--- src/rtl/blinky_pkg.sv ---
// rtl/blinky_pkg.sv - shared mode type, clock constant and helpers for the blinky LED controller
package blinky_pkg;

  // Board system clock; parameter defaults are derived from it.
  localparam int CLK_HZ = 100_000_000;

  typedef enum logic [1:0] {
    MODE_OFF  = 2'd0,
    MODE_SLOW = 2'd1,
    MODE_FAST = 2'd2,
    MODE_ON   = 2'd3
  } blink_mode_t;

  function automatic int max_int(input int a, input int b);
    return (a > b) ? a : b;
  endfunction

endpackage

--- src/rtl/btn_debounce.sv ---
// rtl/btn_debounce.sv - push-button synchronizer, debouncer and press-edge pulse generator
module btn_debounce #(
  parameter int DEBOUNCE_CYCLES = 1_000_000
) (
  input  logic clk,
  input  logic rst,
  input  logic btn,
  output logic level,
  output logic press
);

  localparam int CNT_W = $clog2(DEBOUNCE_CYCLES + 1);
  localparam logic [CNT_W-1:0] CNT_LAST = CNT_W'(DEBOUNCE_CYCLES - 1);

  if (DEBOUNCE_CYCLES < 1) begin : g_bad_debounce
    $error("btn_debounce: DEBOUNCE_CYCLES must be >= 1");
  end

  logic             s1_q, s1_d;
  logic             s2_q, s2_d;
  logic             stable_q, stable_d;
  logic             stable_dly_q, stable_dly_d;
  logic [CNT_W-1:0] cnt_q, cnt_d;
  logic             press_q, press_d;

  // Two-flop synchronizer, debounce counter and rising-edge detect of the accepted level.
  // Any sample that agrees with the accepted level restarts the count, so only an
  // unbroken run of DEBOUNCE_CYCLES disagreeing samples flips the level.
  always_comb begin
    s1_d         = btn;
    s2_d         = s1_q;
    stable_d     = stable_q;
    cnt_d        = '0;
    if (s2_q != stable_q) begin
      if (cnt_q == CNT_LAST) begin
        stable_d = s2_q;
      end else begin
        cnt_d = cnt_q + CNT_W'(1);
      end
    end
    stable_dly_d = stable_q;
    press_d      = stable_q & ~stable_dly_q;
  end

  // State registers with synchronous reset; a reset discards any debounce in progress.
  always_ff @(posedge clk) begin
    if (rst) begin
      s1_q         <= 1'b0;
      s2_q         <= 1'b0;
      stable_q     <= 1'b0;
      stable_dly_q <= 1'b0;
      cnt_q        <= '0;
      press_q      <= 1'b0;
    end else begin
      s1_q         <= s1_d;
      s2_q         <= s2_d;
      stable_q     <= stable_d;
      stable_dly_q <= stable_dly_d;
      cnt_q        <= cnt_d;
      press_q      <= press_d;
    end
  end

  assign level = stable_q;
  assign press = press_q;

endmodule

--- src/rtl/blink_mode_ctrl.sv ---
// rtl/blink_mode_ctrl.sv - button-stepped OFF/SLOW/FAST/ON LED blink controller
module blink_mode_ctrl
  import blinky_pkg::*;
#(
  parameter int DEBOUNCE_CYCLES = CLK_HZ / 100,
  parameter int SLOW_HALF       = CLK_HZ / 2,
  parameter int FAST_HALF       = CLK_HZ / 8
) (
  input  logic       clk,
  input  logic       rst,
  input  logic       btn,
  output logic       led,
  output logic [1:0] mode,
  output logic       press
);

  localparam int PCNT_W = $clog2(max_int(SLOW_HALF, FAST_HALF));
  localparam logic [PCNT_W-1:0] SLOW_LAST = PCNT_W'(SLOW_HALF - 1);
  localparam logic [PCNT_W-1:0] FAST_LAST = PCNT_W'(FAST_HALF - 1);

  if (SLOW_HALF < 2) begin : g_bad_slow
    $error("blink_mode_ctrl: SLOW_HALF must be >= 2");
  end
  if (FAST_HALF < 2) begin : g_bad_fast
    $error("blink_mode_ctrl: FAST_HALF must be >= 2");
  end

  logic              press_w;
  logic              level_unused;
  blink_mode_t       mode_q, mode_d;
  logic              phase_q, phase_d;
  logic [PCNT_W-1:0] pcnt_q, pcnt_d;
  logic [PCNT_W-1:0] half_last;
  logic              led_q, led_d;

  btn_debounce #(
    .DEBOUNCE_CYCLES(DEBOUNCE_CYCLES)
  ) u_debounce (
    .clk  (clk),
    .rst  (rst),
    .btn  (btn),
    .level(level_unused),
    .press(press_w)
  );

  // Mode state register.
  always_ff @(posedge clk) begin
    if (rst) begin
      mode_q <= MODE_OFF;
    end else begin
      mode_q <= mode_d;
    end
  end

  // Mode next state: each accepted press steps to the next mode, wrapping ON back to OFF.
  always_comb begin
    mode_d = mode_q;
    if (press_w) begin
      case (mode_q)
        MODE_OFF:  mode_d = MODE_SLOW;
        MODE_SLOW: mode_d = MODE_FAST;
        MODE_FAST: mode_d = MODE_ON;
        MODE_ON:   mode_d = MODE_OFF;
        default:   mode_d = MODE_OFF;
      endcase
    end
  end

  // LED drive decode: OFF dark, ON lit, blink modes follow the phase.
  always_comb begin
    led_d = 1'b0;
    case (mode_q)
      MODE_OFF:  led_d = 1'b0;
      MODE_ON:   led_d = 1'b1;
      MODE_SLOW: led_d = phase_q;
      MODE_FAST: led_d = phase_q;
      default:   led_d = 1'b0;
    endcase
  end

  // Blink engine: half-period counter and phase. A mode change has priority over a
  // coincident wrap so every new mode starts lit with a full half-period.
  always_comb begin
    half_last = (mode_q == MODE_SLOW) ? SLOW_LAST : FAST_LAST;
    pcnt_d    = '0;
    phase_d   = 1'b1;
    if (!press_w && (mode_q == MODE_SLOW || mode_q == MODE_FAST)) begin
      if (pcnt_q == half_last) begin
        phase_d = ~phase_q;
      end else begin
        pcnt_d  = pcnt_q + PCNT_W'(1);
        phase_d = phase_q;
      end
    end
  end

  // Blink engine and LED output registers.
  always_ff @(posedge clk) begin
    if (rst) begin
      pcnt_q  <= '0;
      phase_q <= 1'b1;
      led_q   <= 1'b0;
    end else begin
      pcnt_q  <= pcnt_d;
      phase_q <= phase_d;
      led_q   <= led_d;
    end
  end

  assign led   = led_q;
  assign mode  = mode_q;
  assign press = press_w;

endmodule

--- config.mk ---
export PLATFORM = sky130hd
export DESIGN_NAME = blink_mode_ctrl
export DESIGN_NICKNAME = d
export VERILOG_FILES = /design/src/rtl/blinky_pkg.sv /design/src/rtl/btn_debounce.sv /design/src/rtl/blink_mode_ctrl.sv
export SDC_FILE = /design/constraint.sdc
export NUM_CORES = 1
export LEC_CHECK = 0
export CAP_MARGIN = 20
export CORE_UTILIZATION = 35
export DETAILED_ROUTE_END_ITERATION = 8
export GPL_ROUTABILITY_DRIVEN = 0
export PLACE_DENSITY_LB_ADDON = 0.25
export SLEW_MARGIN = 40
export SYNTH_ARGS = -nofsm -noshare
export SYNTH_HDL_FRONTEND = slang
export SYNTH_SLANG_ARGS = --single-unit
--- constraint.sdc ---
create_clock -name clk -period 2.95 [get_ports clk]
set_clock_uncertainty 0.05 [all_clocks]
set_input_delay 0.59 -clock clk [delete_from_list [all_inputs] [get_ports clk]]
set_output_delay 0.59 -clock clk [all_outputs]
set_load 0.02 [all_outputs]
==> summary.md, run 1 <==
| Metric | Value |
|---|---|
| Synth Area in Adders | 2.81% |
| Met2 WL | 2320 um |
| Synth Instances | 293 |
| Layout cells sized above 1 | 10.7% |
| Top Family by Delay on Critical Path | simple AND/OR/NAND/NOR gates |
| Syn Area/Cell | 9.10 um^2 |
| Cell Area, Placed | 2810 um^2 |
| Row cnt | 31 |
| Pwr Density | 411 nW/um^2 |
| First-pass GRT wire length | 8650 um |
| Final worst path period need | 2.42 ns |
| Syn nets | 302 |
| LEAKAGE | 0.796 nW |
| Dpl hpwl | 3570 um |
| Hold Buf Count CTS | 0 |
| Largest net degree at the start of global routing | 29 |
| Avg Vias per Cell | 5.24 |
| Die area | 7970 um^2 |
| Setup TNS | 0 ns |
| CP Capture Type | register |
| Final instance area | 2900 um^2 |
| Die height | 89.3 um |
| Post-route DRC | 0 |
| Wl on met1 | roughly 2600 um |
| Worst Max-Slew Pin Slew | approximately 0.66 ns |
| Vias | around 2,100 |
| Slew Viols, Final | 0 |
| CTS tree | built |
| Synthesized area | about 2700 um^2 |
| Worst-path clk slew | about 0.11 ns |
| GRT overflow | 0 |
| Sw power | 0.000272 W |
| Area grow syn2layout | 8.77% |
| Max cap viols | 0 |
| Ys async rst share | 0% |
| Multiplexer share of the synthesized area | less than 1% |
| Final count of hold timing violations | 0 |
| Clk network pwr share | 36.7% |
| Sink Count | between 50 and 60 |
| Critical Path Source Type | register |
| Hold path depth | 1 |
| WS Path Type | reg -> reg |
| Largest area contributor in the netlist | dfxtp_1 |
| Worst r2r path cells | 5 |
| Cell count along the critical path | 5 |
| Post_cts resized | 0 |
| Diode count | 0 |
| Post-synth cell types | 44 |
| XOR/XNOR share of the synthesized area | 9.19% |
| Worst-Skew Late Latency | 0.32 ns |
| Synth Area in Compound Gates | 11.1% |
| Simple-Gate Fraction of Synth Area | 30.7% |
| Top cells by area, synth | dfxtp_1, xnor2_1, nor3_1, nand3_1, nor2_1 |
| Sequential element share of the synthesized area | 41.3% |
| Internal Pwr Total | around 0.0009 W |
| Detailed Route WL | a little over 5000 um |
| Comb pwr share | less than 1% |
| Fill count | 766 |
| Crit path max fanout | 9 |
| Design Power | around 0.0012 W |
| Die width | ~89 um |
| Routed len/inst | 12.8 um |
| Number of I/O port buffers | 6 |
| RSZ-0062 raised after global routing | no |
| CTS Buffer Depth | 2 |
| Core box area | 7290 um^2 |
| Top cell type's share of synthesized area | 41.3% |
| Crit path largest cell delay | ~0.60 ns |
| Tcrit/Tclk final | 82.2% |
| DR WL met3 | 100 um |
| Switching part of the total | 22.8% |
| Slew HR | 55.9% |
| Sequential cell fraction of total power | 62.5% |
| Post-CTS Setup Repair Bufs | 0 |
| Worst Path Buf+Inv | 0 |
| Prevailing post-synth register cell | dfxtp_1 |
| Vias in the first global route | 1,904 |
| CP required | 3.14 ns |
| Critical path cell sequence | ha_1, nand4_2, or3_1, or4_4, a211oi_2 |
| Max IR drop VDD | 227 uV |
| First-pass iteration count of the detailed router | 4 |
| CTS Buf Count | 5 |
| Final setup viols | 0 |
| Initial DRC count | 75 |
| Seq cells post-synth | 55 |
| Crit path DAT | 2.61 ns |
| Initial antenna violation count | 0 |
| I/O pin count | 7 |
| Ys Warns | 0 |
| Antenna-violating nets left | 0 |
| Min-delay worst type | reg -> reg |
| Nets | 307 |
| Status | complete, no violations |
| Slowest cell on crit path | or3_1 |
| H-Tree Depth | 2 |
| CTS root buffer | clkbuf_8 |
| Highest clock rate | 412 MHz |
| Post-synth EDFFs | 0 |
| Largest family of logic cells by synthesized area | simple AND/OR/NAND/NOR gates |
| All-Layer GR Usage | 14.1% |
| Top Layer Used | met4 |
| Initial Utilization | 36.6% |
logic make-up (layout without fill, tap and decap cells):
family                     count (synthesis)  after routing
AOI/OAI and AO/OA                         37             37
xor gates and xnor gates                  28             28
adders and majority gates                  6              6
buffers and inverters                     23             29
DFF                                       55             55
muxes                                      2              2
and+or+nand+nor                          142            142
layout make-up:
type                    instances  area (um^2)  share of cell area [%]
clock buffers                   5         68.8                    2.37
clock inverters                 3         22.5                   0.776
inverters                      11         41.3                    1.42
multi-input cells             215         1450                    50.1
flip-flops and latches         55         1100                    37.9
well taps                      99          124                    4.27
repair buffers                 10         90.1                    3.10
stage by stage:
stage,setup slack (ns),cells,util (%),hold WS [ns]
after floorplan,0.582,293,-,0.317
after global placement,0.564,390,38.5,0.322
after CTS,0.515,398,39.8,0.347
after global routing,0.373,398,39.8,0.364
final,0.526,398,39.8,0.342
after detailed placement,0.552,390,38.5,0.331
worst reg2reg max path, cell delays in order (launching register included):
cell	delay, ns
dfxtp_1	0.41
ha_1	0.25
nand4_2	0.26
or3_1	0.60
or4_4	0.56
a211oi_2	0.22
routing by layer:
layer  global-route usage [%]  up-vias
met4                     6.49        0
met1                     17.9      980
met2                     23.0       18
li1                         -     1081
met5                        0        -
met3                     3.05        6
registers in the layout (all words and copies together) (netlist names):
| register | flops |
|---|---|
| u_debounce.s1_q | 1 |
| phase_q | 1 |
| u_debounce.s2_q | 1 |
| u_debounce.stable_dly_q | 1 |
| u_debounce.level | 1 |
| pcnt_q | 26 |
| u_debounce.cnt_q | 20 |
| u_debounce.press | 1 |
| mode | 2 |
| led | 1 |
cell usage after synthesis (2+ instances only):
master    instances
nand4_1           7
or3_1             5
nor3_1           25
and4_2            2
o31ai_1           9
a21oi_1           7
or4_4             4
a211oi_1          5
inv_1            11
a211oi_2          5
nand3_1          18
or4_1             9
nor4b_1           4
nand4b_1          2
xor2_1            6
nand2_1          14
clkbuf_1          5
buf_2             3
o21ai_0           6
and3_1            6
nor4_1            8
nand4_2           2
ha_1              6
mux2i_1           2
nor2b_1           5
xnor2_1          22
nor2_1           24
dfxtp_1          55
cells in the final DEF (no fill, tap or decap), drive strengths merged:
| cell type | Yosys | routed |
|---|---|---|
| clkinv | 0 | 2 |
| nor2b | 5 | 5 |
| and2 | 1 | 1 |
| a21oi | 7 | 7 |
| clkdlybuf4s50 | 0 | 6 |
| nor4 | 8 | 8 |
| dfxtp | 55 | 55 |
| nand4b | 2 | 2 |
| nand4 | 9 | 9 |
| o21ba | 1 | 1 |
| buf | 5 | 4 |
| clkbuf | 6 | 5 |
| nor3b | 1 | 1 |
| nor3 | 25 | 25 |
| o21ai | 7 | 7 |
| nand2 | 15 | 15 |
| nand3 | 19 | 19 |
| a211oi | 10 | 10 |
| o31ai | 9 | 9 |
| nor2 | 24 | 24 |
| nor4b | 4 | 4 |
| o21a | 1 | 1 |
| and3 | 7 | 7 |
| and4 | 2 | 2 |
| xnor2 | 22 | 22 |
| or3 | 5 | 5 |
| or4 | 13 | 13 |
| nor4bb | 1 | 1 |
| mux2i | 2 | 2 |
| inv | 11 | 12 |
| or3b | 1 | 1 |
| ha | 6 | 6 |
| xor2 | 6 | 6 |
| a2111oi | 1 | 1 |
| a31oi | 1 | 1 |
power groups by stage:
stage / Clock [W] / Sequential [W] / Combinational (W)
global route: 0.000485 / 0.000745 / 0.0000115
global placement: 0 / 0.000762 / 0.0000105
CTS: 0.000454 / 0.000745 / 0.0000106
detailed placement: 0 / 0.000762 / 0.0000106
finish: 0.000437 / 0.000745 / 0.0000103
floorplan: 0 / 0.000761 / 0.00000547
final timing paths:
path                            from  slack, ns                to
max                        pcnt_q[0]       0.53        pcnt_q[20]
min          u_debounce.stable_dly_q       0.34  u_debounce.press
max reg2reg                pcnt_q[0]       0.53        pcnt_q[20]
min reg2reg  u_debounce.stable_dly_q       0.34  u_debounce.press
(Power assumes the default switching activity.)
==> run 2: changes to the inputs <==
==> constraint.sdc (replaced) <==
create_clock -name clk -period 2.3 [get_ports clk]
set_clock_uncertainty 0.05 [all_clocks]
set_input_delay 0.46 -clock clk [delete_from_list [all_inputs] [get_ports clk]]
set_output_delay 0.46 -clock clk [all_outputs]
set_load 0.02 [all_outputs]
==> run 2 against run 1 <==
  * Final area is 3.5% higher
  * Clock power rose by 22%
  * Register-to-register slack worse by 0.38 ns
  * Critical path depth unchanged
  * Sequential cell count unchanged
  * Wire length decreased by 2.3%
  * Sequential share of layout area shrank 1.2 points
  * Worst setup slack worse by 0.38 ns
  * First-iteration DRC count up 4.0%
  * Via count increased by 2.5%
  * Core utilization is 1.4 points higher
  * Final cell count is 2.8% higher
  * Critical path type unchanged
  * Largest cell class unchanged
==> summary.md, run 2 (same netlist as run 1, synthesis figures left out) <==
| Metric | Value |
|---|---|
| Crit path DAT | 2.34 ns (was 2.61 ns) |
| Slew Viols, Final | 0 (unchanged) |
| CTS Buf Count | 5 (unchanged) |
| Final count of hold timing violations | 0 (unchanged) |
| Final setup viols | 0 (unchanged) |
| Diode count | 0 (unchanged) |
| Dpl hpwl | 3550 um (was 3570 um) |
| Detailed Route WL | 4990 um (was 5110 um) |
| Die width | 89.3 um (unchanged) |
| CP Capture Type | register (unchanged) |
| Die area | 7970 um^2 (unchanged) |
| Critical Path Source | pcnt_q[1] (was pcnt_q[0]) |
| Worst-path clk slew | 0.10 ns (was 0.11 ns) |
| Final instance area | 3000 um^2 (was 2900 um^2) |
| Most frequent cells in the layout | dfxtp_1, nor3_1, nor2_1, xnor2_1, nand3_1 (unchanged) |
| Core box area | 7290 um^2 (unchanged) |
| CTS tree | built (unchanged) |
| Die height | 89.3 um (unchanged) |
| Setup TNS | 0 ns (unchanged) |
| Biggest register | pcnt_q (unchanged) |
| Nets | 318 (was 307) |
| Layout cells sized above 1 | 15.2% (was 10.7%) |
| First-pass GRT wire length | 9050 um (was 8650 um) |
| RR Startpoint | pcnt_q[1] (was pcnt_q[0]) |
| CTS Buffer Depth | 2 (unchanged) |
| Min-delay worst type | reg -> reg (unchanged) |
| Largest net degree at the start of global routing | 29 (unchanged) |
| Number of I/O port buffers | 6 (unchanged) |
| H-Tree Depth | 2 (unchanged) |
| Worst hold start | u_debounce.stable_dly_q (unchanged) |
| Worst Max-Slew Pin Slew | 0.694 ns (was 0.661 ns) |
| Max reg flops | 26 (unchanged) |
| Post-route DRC | 0 (unchanged) |
| Commonest non-fill, non-tap cell in the layout | dfxtp_1 (unchanged) |
| CTS root buffer | clkbuf_8 (unchanged) |
| Final worst path period need | 2.16 ns (was 2.42 ns) |
| First-pass iteration count of the detailed router | 4 (unchanged) |
| I/O pin count | 7 (unchanged) |
| Tcrit/Tclk final | 93.7% (was 82.2%) |
| Sink Count | 55 (unchanged) |
| CP required | 2.48 ns (was 3.14 ns) |
| Slew HR | 53.7% (was 55.9%) |
| All-Layer GR Usage | 14.4% (was 14.1%) |
| Antenna-violating nets left | 0 (unchanged) |
| RSZ-0062 raised after global routing | no (unchanged) |
| WS Path Type | reg -> reg (unchanged) |
| Avg Vias per Cell | 5.22 (was 5.24) |
| Cell Area, Placed | 2910 um^2 (was 2810 um^2) |
| Row cnt | 31 (unchanged) |
| Initial Utilization | 36.6% (unchanged) |
| Pwr Density | 499 nW/um^2 (was 411 nW/um^2) |
| LEAKAGE | 0.850 nW (was 0.796 nW) |
| Max IR drop VDD | 254 uV (was 227 uV) |
| Initial antenna violation count | 0 (unchanged) |
| Worst-Skew Late Latency | 0.31 ns (was 0.32 ns) |
| Post_cts resized | 0 (unchanged) |
| Vias | 2,137 (was 2,085) |
| Critical Path Source Type | register (unchanged) |
| Max cap viols | 0 (unchanged) |
| Vias in the first global route | 2,082 (was 1,904) |
| Crit path max fanout | 9 (unchanged) |
| GRT overflow | 0 (unchanged) |
| Status | complete, no violations (unchanged) |
| Highest clock rate | 464 MHz (was 412 MHz) |
| Hold Buf Count CTS | 0 (unchanged) |
| Area grow syn2layout | 12.6% (was 8.77%) |
| Post-CTS Setup Repair Bufs | 0 (unchanged) |
| Initial DRC count | 78 (was 75) |
| Routed len/inst | 12.2 um (was 12.8 um) |
==> run 2: power by group <==
group / total [W] / internal, W / switching [W]
sequential: 0.000955 / 0.000954 / 0.00000110
clock: 0.000531 / 0.000213 / 0.000318
combinational: 0.0000135 / 0.00000679 / 0.00000671
==> run 2: layout make-up <==
type / instances / area [um^2]
Clock buffer: 5 / 68.8
Clock inverter: 3 / 20.0
Fill cell: 777 / 4290
Inverter: 11 / 41.3
Multi-Input combinational cell: 215 / 1460
Sequential cell: 55 / 1100
Tap cell: 99 / 124
Timing Repair Buffer: 21 / 185
==> run 2: critical path, stage by stage (launching register included) <==
cell and delay (ns):
dfxtp_1 0.39, ha_1 0.23, nand4_2 0.12, or3_1 0.53, or4_4 0.56, a211oi_2 0.21
==> run 2: worst paths after layout <==
kind	end	slack (ns)	cells past startpoint
max	pcnt_q[20]	0.14	5
min	u_debounce.press	0.34	1
max reg2reg	pcnt_q[20]	0.14	5
min reg2reg	u_debounce.press	0.34	1
==> run 2: per-layer routing <==
layer / GRT usage, % / routed length (um) / vias up
li1: - / - / 1101
met1: 17.8 / 2490 / 1013
met2: 25.1 / 2320 / 17
met3: 2.77 / 103 / 6
met4: 4.91 / 72 / 0
met5: 0 / 0 / -
==> run 2: through the flow <==
stage / hold slack [ns] / worst slack [ns] / util (%) / cells / total power (W)
floorplan: 0.317 / 0.0243 / - / 293 / 0.000984
global placement: 0.322 / 0.186 / 39.9 / 401 / 0.000990
detailed placement: 0.332 / 0.147 / 39.9 / 401 / 0.000991
CTS: 0.347 / 0.125 / 41.1 / 409 / 0.00153
global route: 0.376 / 0.0399 / 41.2 / 409 / 0.00157
finish: 0.343 / 0.145 / 41.2 / 409 / 0.00150
==> run 3: changes to the inputs <==
--- a/config.mk
+++ b/config.mk
@@ -8,8 +8,9 @@
 export CAP_MARGIN = 20
 export CORE_UTILIZATION = 35
 export DETAILED_ROUTE_END_ITERATION = 8
+export DONT_BUFFER_PORTS = 1
 export GPL_ROUTABILITY_DRIVEN = 0
-export PLACE_DENSITY_LB_ADDON = 0.25
+export PLACE_DENSITY = 0.51
 export SLEW_MARGIN = 40
 export SYNTH_ARGS = -nofsm -noshare
 export SYNTH_HDL_FRONTEND = slang
==> run 3 against run 2 <==
  * First-iteration DRC count fell by 17%
  * Critical path depth unchanged
  * Worst setup slack worse by 0.014 ns
  * Non-clock buffer count down 7
  * Sequential cell count did not move
  * Hold slack got worse by 0.21 ns
  * Critical path type unchanged
  * Largest cell class unchanged
==> summary.md, run 3 (same netlist as run 1, synthesis figures left out) <==
| Metric | Value |
|---|---|
| Sink Count | 55 (unchanged) |
| Crit path max fanout | 9 (unchanged) |
| Hold path depth | 1 (unchanged) |
| Initial Utilization | 36.6% (unchanged) |
| Worst hold start | rst (was u_debounce.stable_dly_q) |
| Worst Max-Slew Pin Slew | 0.684 ns (was 0.694 ns) |
| Multi-input logic area | 1460 um^2 (unchanged) |
| CP required | 2.48 ns (about the same) |
| Post-route DRC | 0 (unchanged) |
| Worst-Skew Late Latency | 0.32 ns (was 0.31 ns) |
| First-pass iteration count of the detailed router | 4 (unchanged) |
| Final setup viols | 0 (unchanged) |
| Vias | 2,101 (was 2,137) |
| Initial DRC count | 65 (was 78) |
| CTS Buf Count | 5 (unchanged) |
| Register-to-Register Setup Slack | 0.13 ns (was 0.14 ns) |
| Initial antenna violation count | 0 (unchanged) |
| Max IR drop VDD | 262 uV (was 254 uV) |
| LEAKAGE | 0.830 nW (was 0.850 nW) |
| Final instance area | 2930 um^2 (was 3000 um^2) |
| All-Layer GR Usage | 15.1% (was 14.4%) |
| Layout cells sized above 1 | 15.2% (about the same) |
| Slowest cell on crit path | or4_4 (unchanged) |
| Number of I/O port buffers | 0 (was 6) |
| Worst-path clk slew | 0.11 ns (was 0.10 ns) |
| Diode count | 0 (unchanged) |
| Core box area | 7290 um^2 (unchanged) |
| RR Startpoint | pcnt_q[1] (unchanged) |
| Final worst path period need | 2.17 ns (was 2.16 ns) |
| Detailed Route WL | 5350 um (was 4990 um) |
| Crit path largest cell delay | 0.56 ns (about the same) |
| Status | complete, no violations (unchanged) |
| Fill count | 784 (was 777) |
| Final count of hold timing violations | 0 (unchanged) |
| Tcrit/Tclk final | 94.3% (was 93.7%) |
| Die height | 89.3 um (unchanged) |
| CP Capture Type | register (unchanged) |
| Critical path cell sequence | ha_1, nand4_2, or3_1, or4_4, a211oi_2 (unchanged) |
| Worst Slack Setup Final | 0.131 ns (was 0.145 ns) |
| Max reg flops | 26 (unchanged) |
| CTS Buffer Depth | 2 (unchanged) |
| I/O pin count | 7 (unchanged) |
| Row cnt | 31 (unchanged) |
| Area grow syn2layout | 9.80% (was 12.6%) |
| H-Tree Depth | 2 (unchanged) |
| Nets | 311 (was 318) |
| Pwr Density | 526 nW/um^2 (was 499 nW/um^2) |
| CTS tree | built (unchanged) |
| GRT overflow | 0 (unchanged) |
| WS Path Type | reg -> reg (unchanged) |
| Hold Buf Count CTS | 0 (unchanged) |
| Pre-CTS setup slack | 0.115 ns (was 0.147 ns) |
| Die width | 89.3 um (unchanged) |
| Dpl hpwl | 3750 um (was 3550 um) |
| First-pass GRT wire length | 9320 um (was 9050 um) |
| Biggest register | pcnt_q (unchanged) |
| Worst reg2reg path endpoint | pcnt_q[20] (unchanged) |
| Crit path DAT | 2.35 ns (was 2.34 ns) |
| Slew Viols, Final | 0 (unchanged) |
| Die area | 7970 um^2 (unchanged) |
| Vias in the first global route | 2,022 (was 2,082) |
| Most frequent cells in the layout | dfxtp_1, nor3_1, nor2_1, xnor2_1, nand3_1 (unchanged) |
| Antenna-violating nets left | 0 (unchanged) |
| Routed len/inst | 13.3 um (was 12.2 um) |
| Slew HR | 54.4% (was 53.7%) |
| WHS | 0.138 ns (was 0.343 ns) |
| Critical Path Source Type | register (unchanged) |
| Avg Vias per Cell | 5.23 (was 5.22) |
| RSZ-0062 raised after global routing | no (unchanged) |
| Commonest non-fill, non-tap cell in the layout | dfxtp_1 (unchanged) |
| Cell Area, Placed | 2830 um^2 (was 2910 um^2) |
| Worst r2r path cells | 5 (unchanged) |
| Critical Path Source | pcnt_q[1] (unchanged) |
| CTS root buffer | clkbuf_8 (unchanged) |
| Max cap viols | 0 (unchanged) |
| Min-delay worst type | in -> reg (was reg -> reg) |
| FF/Latch Area | 1100 um^2 (unchanged) |
| Largest net degree at the start of global routing | 29 (unchanged) |
| Worst hold endpoint | mode[1] (was u_debounce.press) |
| Highest clock rate | 461 MHz (was 464 MHz) |
| Setup TNS | 0 ns (unchanged) |
==> run 3: metal layers <==
| metal | track usage (%) | share of wire (%) | up-vias |
|---|---|---|---|
| met5 | 0 | 0 | - |
| met4 | 4.62 | 0.90 | 0 |
| met3 | 3.32 | 2.5 | 4 |
| met2 | 26.2 | 48 | 25 |
| met1 | 18.7 | 49 | 988 |
| li1 | - | - | 1084 |
==> run 3: worst max path at each step <==
| stage | to | slack, ns | cells after the start |
|---|---|---|---|
| finish | pcnt_q[20] | 0.13 | 5 |
| CTS | pcnt_q[25] | 0.08 | 4 |
| floorplan | pcnt_q[2] | 0.02 | 7 |
| global route | pcnt_q[24] | 0.05 | 5 |
| detailed placement | pcnt_q[25] | 0.11 | 4 |
| global placement | pcnt_q[23] | 0.13 | 4 |
==> run 3: final cells by class <==
class | instances | share of cell area (%)
inverters | 11 | 1.41
well taps | 99 | 4.23
clock buffers | 5 | 2.35
clock inverters | 3 | 0.897
multi-input cells | 215 | 49.9
repair buffers | 14 | 3.59
flip-flops and latches | 55 | 37.7
==> run 3: repair_timing <==
action	in CTS	in global routing
resized for setup	0	1
setup endpoints to repair	0	4
setup buffers	0	0
==> run 3: per-stage QoR <==
step | utilization, % | instances | power [W]
6_report | 40.2 | 402 | 0.00154
5_1_grt | 40.2 | 402 | 0.00161
4_1_cts | 40.1 | 402 | 0.00157
3_5_place_dp | 38.8 | 394 | 0.000984
3_3_place_gp | 38.8 | 394 | 0.000984
2_1_floorplan | - | 293 | 0.000984
==> run 3: power breakdown <==
part	internal, W	leakage (nW)	total, W	switching (W)
clock network	0.000225	0.0491	0.000579	0.000353
logic	0.00000281	0.336	0.00000676	0.00000395
registers	0.000954	0.444	0.000955	0.00000108
==> run 3: worst max-delay path: cells and delay by family (launching register included) <==
kind | cells | cell delay (ns)
compound gates | 1 | 0.21
fa+ha+maj | 1 | 0.23
flops | 1 | 0.38
simple gates | 3 | 1.22
